## src/rtl/pulse_stretcher_pkg.sv

```systemverilog
// Shared types and constants for the pulse stretcher.
// Holds the FSM state enum, the pending-count width and a counter-width helper.
package pulse_stretcher_pkg;

    localparam int unsigned PendW = 3;

    typedef enum logic [1:0] {
        StIdle,
        StHold,
        StGap
    } state_e;

    // $clog2 collapses to 0 for a terminal count of 1; keep at least one bit.
    function automatic int unsigned cnt_width(input int unsigned n);
        return (n <= 1) ? 1 : $clog2(n);
    endfunction

endpackage

```

## src/rtl/pulse_stretcher_if.sv

```systemverilog
// Event-in / stretched-level-out signal bundle of the pulse stretcher.
// The slave modport is the stretcher itself; master is whoever feeds it events.
interface pulse_stretcher_if;
    import pulse_stretcher_pkg::*;

    logic             pulse_in;
    logic             stretched_out;
    logic             busy;
    logic [PendW-1:0] pending;
    logic             overflow;

    modport master (
        output pulse_in,
        input  stretched_out,
        input  busy,
        input  pending,
        input  overflow
    );

    modport slave (
        input  pulse_in,
        output stretched_out,
        output busy,
        output pending,
        output overflow
    );

endinterface

```

## src/rtl/pulse_stretcher_tick_prescaler.sv

```systemverilog
// Free-running 0..TICK_DIV-1 prescaler producing a one-cycle tick at the terminal count.
// clear restarts the count so a new FSM window always begins on a tick boundary.
module tick_prescaler
    import pulse_stretcher_pkg::*;
#(
    parameter int unsigned TICK_DIV = 250000
) (
    input  logic clock,
    input  logic reset_n,
    input  logic clear,
    output logic tick
);

    localparam int unsigned     CntW    = cnt_width(TICK_DIV);
    localparam logic [CntW-1:0] CntLast = CntW'(TICK_DIV - 1);

    logic [CntW-1:0] count_q, count_d;

    assign tick = (count_q == CntLast);

    always_comb begin
        count_d = count_q + 1'b1;
        if (clear || tick) begin
            count_d = '0;
        end
    end

    always_ff @(posedge clock or negedge reset_n) begin
        if (!reset_n) begin
            count_q <= '0;
        end else begin
            count_q <= count_d;
        end
    end

endmodule

```

## src/rtl/pulse_stretcher.sv

```systemverilog
// Stretches single-cycle events into fixed-width HOLD windows separated by GAP windows,
// queueing up to PEND_MAX extra events. Define PULSE_STRETCHER_RETRIGGER_EN to make an
// event during HOLD restart the hold timer instead of queueing.
module pulse_stretcher
    import pulse_stretcher_pkg::*;
#(
    parameter int unsigned TICK_DIV   = 250000,
    parameter int unsigned HOLD_TICKS = 40,
    parameter int unsigned GAP_TICKS  = 8,
    parameter int unsigned PEND_MAX   = 3
) (
    input  logic               clock,
    input  logic               reset_n,
    pulse_stretcher_if.slave   bus
);

    localparam int unsigned      TickMax  = (HOLD_TICKS > GAP_TICKS) ? HOLD_TICKS : GAP_TICKS;
    localparam int unsigned      TickW    = cnt_width(TickMax);
    localparam logic [TickW-1:0] HoldLast = TickW'(HOLD_TICKS - 1);
    localparam logic [TickW-1:0] GapLast  = TickW'(GAP_TICKS - 1);
    localparam logic [PendW-1:0] PendMax  = PendW'(PEND_MAX);

    state_e           state_q, state_d;
    logic [TickW-1:0] ticks_q, ticks_d;
    logic [PendW-1:0] pend_q, pend_d;
    logic             stretched_q;
    logic             tick;
    logic             clear;
    logic             retrig;
    logic             hold_end;
    logic             gap_end;
    logic             overflow;

    tick_prescaler #(
        .TICK_DIV (TICK_DIV)
    ) u_tick_prescaler (
        .clock   (clock),
        .reset_n (reset_n),
        .clear   (clear),
        .tick    (tick)
    );

`ifdef PULSE_STRETCHER_RETRIGGER_EN
    assign retrig = (state_q == StHold) && bus.pulse_in;
`else
    assign retrig = 1'b0;
`endif

    assign hold_end = (state_q == StHold) && tick && (ticks_q == HoldLast) && !retrig;
    assign gap_end  = (state_q == StGap) && tick && (ticks_q == GapLast);

    // Next state, queue and overflow.
    always_comb begin
        state_d  = state_q;
        pend_d   = pend_q;
        overflow = 1'b0;
        unique case (state_q)
            StIdle: begin
                if (bus.pulse_in) begin
                    state_d = StHold;
                end
            end
            StHold: begin
                if (hold_end) begin
                    state_d = StGap;
                end
                if (bus.pulse_in && !retrig) begin
                    if (pend_q == PendMax) begin
                        overflow = 1'b1;
                    end else begin
                        pend_d = pend_q + 1'b1;
                    end
                end
            end
            StGap: begin
                if (gap_end) begin
                    // An event arriving right at the gap end is consumed directly, so it
                    // cancels the decrement and is never lost into an IDLE transition.
                    if (bus.pulse_in) begin
                        state_d = StHold;
                    end else if (pend_q != '0) begin
                        state_d = StHold;
                        pend_d  = pend_q - 1'b1;
                    end else begin
                        state_d = StIdle;
                    end
                end else if (bus.pulse_in) begin
                    if (pend_q == PendMax) begin
                        overflow = 1'b1;
                    end else begin
                        pend_d = pend_q + 1'b1;
                    end
                end
            end
            default: begin
                state_d = StIdle;
            end
        endcase
    end

    // Every window starts from a fresh prescaler and tick count.
    assign clear = (state_d != state_q) || retrig;

    always_comb begin
        ticks_d = ticks_q;
        if (clear || (state_q == StIdle)) begin
            ticks_d = '0;
        end else if (tick) begin
            ticks_d = ticks_q + 1'b1;
        end
    end

    always_ff @(posedge clock or negedge reset_n) begin
        if (!reset_n) begin
            state_q     <= StIdle;
            ticks_q     <= '0;
            pend_q      <= '0;
            stretched_q <= 1'b0;
        end else begin
            state_q     <= state_d;
            ticks_q     <= ticks_d;
            pend_q      <= pend_d;
            stretched_q <= (state_d == StHold);
        end
    end

    assign bus.stretched_out = stretched_q;
    assign bus.busy          = (state_q != StIdle);
    assign bus.pending       = pend_q;
    assign bus.overflow      = overflow;

endmodule
```

## src/flat_wrapper.sv

```systemverilog
// flat-port wrapper written by rule: the top's interface ports become plain ports
module pulse_stretcher_flat import pulse_stretcher_pkg::*;
#(
    parameter int unsigned TICK_DIV   = 250000,
    parameter int unsigned HOLD_TICKS = 40,
    parameter int unsigned GAP_TICKS  = 8,
    parameter int unsigned PEND_MAX   = 3
)
  (clock, reset_n, bus_pulse_in, bus_stretched_out, bus_busy, bus_pending, bus_overflow);
  pulse_stretcher_if bus_i ();
  input  logic clock;
  input  logic reset_n;
  input wire logic [$bits(bus_i.pulse_in)-1:0] bus_pulse_in;
  output wire logic [$bits(bus_i.stretched_out)-1:0] bus_stretched_out;
  output wire logic [$bits(bus_i.busy)-1:0] bus_busy;
  output wire logic [$bits(bus_i.pending)-1:0] bus_pending;
  output wire logic [$bits(bus_i.overflow)-1:0] bus_overflow;
  assign bus_i.pulse_in = bus_pulse_in;
  assign bus_stretched_out = bus_i.stretched_out;
  assign bus_busy = bus_i.busy;
  assign bus_pending = bus_i.pending;
  assign bus_overflow = bus_i.overflow;
  pulse_stretcher #(.TICK_DIV(TICK_DIV), .HOLD_TICKS(HOLD_TICKS), .GAP_TICKS(GAP_TICKS), .PEND_MAX(PEND_MAX)) u_core (.clock(clock), .reset_n(reset_n), .bus(bus_i));
endmodule
```

## config.mk

```make
export PLATFORM = sky130hd
export DESIGN_NAME = pulse_stretcher_flat
export DESIGN_NICKNAME = d
export VERILOG_FILES = /design/src/rtl/pulse_stretcher_pkg.sv /design/src/rtl/pulse_stretcher_if.sv /design/src/rtl/pulse_stretcher_tick_prescaler.sv /design/src/rtl/pulse_stretcher.sv /design/src/flat_wrapper.sv
export SDC_FILE = /design/constraint.sdc
export NUM_CORES = 1
export LEC_CHECK = 0
export CAP_MARGIN = 40
export CORE_ASPECT_RATIO = 1.1
export CORE_MARGIN = 2
export CORE_UTILIZATION = 40
export DETAILED_ROUTE_END_ITERATION = 10
export PLACE_DENSITY = 0.62
export SETUP_SLACK_MARGIN = 0.1
export SLEW_MARGIN = 0
export SYNTH_ARGS = -nofsm -noshare
export SYNTH_HDL_FRONTEND = slang
export SYNTH_HIERARCHICAL = 1
export SYNTH_SLANG_ARGS = --single-unit
```

## constraint.sdc

```tcl
create_clock -name clock -period 6.4 [get_ports clock]
set_clock_uncertainty 0.1 [all_clocks]
set_input_delay 0.64 -clock clock [delete_from_list [all_inputs] [get_ports clock]]
set_output_delay 0.64 -clock clock [all_outputs]
set_load 0.1 [all_outputs]
```

==> reports/metrics.csv <==
metric,value,unit
post_cts resized,0,
DR iter-0 viols,42,
final hold slack,0.3831,ns
fmax,0.2513,GHz
Clk pwr share,0.303,
Synth top cells by count,"dfrtp_1, nor2_1, xnor2_1",
initial antenna violation count,0,
vias per cell,5.276,
DRT Pass-1 Iters,4,
DR vias,1377,
# hold bufs at CTS,0,
pin count of the biggest net entering global routing,31,
sequential fraction of the synthesis area,0.3950,
"Clk Latency, worst-skew pair",0.29,ns
Period minus WS final,3.979,ns
ys async rst share,1.000,
"Cell Chain, Critical Path","ha_1, nand4_1, nor4_1, clkdlybuf4s15_2, and3_4, nand3b_1, a21oi_1, nor3_1, clkdlybuf4s50_1, buf_8",
Synth Instances,189,
Final Util,0.4726,
Rel. slew slack,0.4023,
DP Cell Count,253,
crit-path max FO,8,
outcome,"finished, final reports clean",
routability cong.,0.7973,
floorplan die width,69.72,microns
"Hold Vio Cnt, Final",0,
CTS sink cnt,30,
Worst EP required,5.66,ns
post-DR wirelength/cell,14.37,microns
period utilization,0.6216,
Pwr Density,245.7,nW/um^2
clock root cell,clkbuf_8,
Worst setup EP type,output port,
Total Wirelength,3750,microns
Initial Util,0.4114,
Peak VDD IR,291.4,uV
Yosys reg bits,30,
"Cell Area, Synth",1901,sq um
first-pass GRT wire length,6658,microns
Cell Int Power,0.3467,mW
Hold Path Class,reg2reg,
post-route ant nets,0,
Netlist cell types,43,
synth top area cells,"dfrtp_1, xnor2_1, ha_1",
crit path DAT,3.24,ns
nets@finish,216,
synthesized area per cell,10.06,sq um
HPWL after DPL,2564,microns
Max Cap Viol,0,
CTS Buffer Depth,2,
Antenna Cells,0,
RSZ-0062 raised after global routing,false,
core footprint,4619,sq um
Residual DRC,0,
final setup fails,0,
cell taking the most area after synthesis,dfrtp_1,
max-slew violation count,0,
chip height,76.30,microns
"EDFF count, synth",0,
Slew @ Worst Pin,0.8935,ns
Area Growth Syn to Fin,14.88,%
Main synth FF type,dfrtp_1,
"Cell Count, Final, Fillers Out",261,
global route overflow,0,
switching part of the total,0.3537,
gr usage total,0.1550,
postcts setup bufs,0,
crit path launch type,flip-flop,
Comb pwr share,0.316,
setup total negative slack,0,ns
synthesized net count,201,
Synth top area share,0.3950,
Net Switching,0.1897,mW
H-tree depth,2,
die area,5319,sq um
# IOs,9,
warnings from Yosys,6,
peak per-stage delay on the critical path,0.48,ns
Leak,0.8803,nW
port bufs,8,
Reg power frac,0.381,
CP max stage cell,clkdlybuf4s50_1,
Num CTS Buffers,5,
placed inst area,2088,sq um
share of layout cells above drive strength 1,0.1561,
standard-cell rows,26,
design area,2183,sq um
"count leader, synth",dfrtp_1,
vias in the first global route,1396,
critical path class,reg2out,
CTS tree,built,
"Reg clk slew, reported paths",0.06,ns
[final cells by class]
class | count | area (sq um)
Clock buffer | 6 | 82.58
Clock inverter | 2 | 12.51
Fill cell | 452 | 2436
Inverter | 11 | 41.29
Multi-Input combinational cell | 140 | 1037
Sequential cell | 30 | 750.7
Tap cell | 56 | 70.07
Timing Repair Buffer | 16 | 188.9
[path summary, 6_finish.rpt]
kind                       slack [ns]                             endpoint                                from  depth (start not counted)
setup / recovery                 2.42                         bus_overflow  u_core/u_tick_prescaler/count_q[0]                         10
hold / removal                   0.38   u_core/u_tick_prescaler/count_q[0]  u_core/u_tick_prescaler/count_q[0]                          1
setup reg to reg                 2.63  u_core/u_tick_prescaler/count_q[11]  u_core/u_tick_prescaler/count_q[0]                         13
hold reg to reg                  0.38   u_core/u_tick_prescaler/count_q[0]  u_core/u_tick_prescaler/count_q[0]                          1
max in group asynchronous        5.28                    u_core/ticks_q[1]                             reset_n                          2
min in group asynchronous        0.64  u_core/u_tick_prescaler/count_q[10]                             reset_n                          2
[state kept, by name, summed over array words and instances (netlist names)]
register                         cells
u_core/ticks_q                       6
u_core/u_tick_prescaler/count_q     18
u_core/state_q                       2
u_core/bus.stretched_out             1
u_core/bus.pending                   3
[power by group through the flow]
stage          Sequential, mW  Clock (mW)  Combinational, mW
2_1_floorplan           0.261           0             0.0526
3_3_place_gp            0.208           0              0.139
3_5_place_dp            0.209           0              0.171
4_1_cts                 0.205       0.168              0.172
5_1_grt                 0.206       0.175              0.180
6_report                0.204       0.163              0.169
[placed cells by master (no fill, tap or decap), drive strengths merged, types with 2 or more instances in the layout]
master,netlist,layout
a211oi,8,8
a21oi,2,2
a31oi,4,4
and2,3,3
buf,6,7
clkbuf,2,6
clkdlybuf4s50,0,8
dfrtp,30,30
ha,9,9
inv,11,11
mux2i,3,3
nand2,9,9
nand3,7,7
nand4,8,8
nor2,26,26
nor2b,3,3
nor3,7,7
nor4,10,10
o21ai,3,3
o41ai,2,2
xnor2,18,18
xor2,4,4
[metrics by stage]
stage | setup WS (ns) | power [mW]
after CTS | 2.404 | 0.5441
after global placement | 2.151 | 0.3472
after global routing | 2.153 | 0.5605
after detailed placement | 2.641 | 0.3792
final | 2.421 | 0.5365
after floorplan | 2.074 | 0.3140
[metal layers]
layer / routed length [microns] / global-route usage / vias to the layer above / part of all wire
li1: - / - / 703 / -
met1: 1848 / 0.2228 / 639 / 0.49
met2: 1702 / 0.2317 / 30 / 0.45
met3: 134 / 0.02778 / 5 / 0.036
met4: 64 / 0.06154 / 0 / 0.017
met5: 0 / 0 / - / 0
[cell families after synthesis]
kind of cell             after synthesis  share of synthesized area
AND/OR/NAND/NOR                       79                     0.2179
AO/OA/AOI/OAI                         27                     0.1514
buffers and inverters                 19                    0.05925
adder cells (fa/ha/maj)                9                    0.05925
multiplexers                           3                    0.01580
flip-flops                            30                     0.3950
XOR/XNOR                              22                     0.1014
[worst max-delay path, delay by kind of cell, from the launching register on]
kind / cells / cell delay [ns]
compound gates: 1 / 0.17
fa+ha+maj: 1 / 0.22
buf+inv: 3 / 0.99
flops: 1 / 0.38
simple gates: 5 / 1.19
Note: power is estimated with default switching activity, not from simulation.
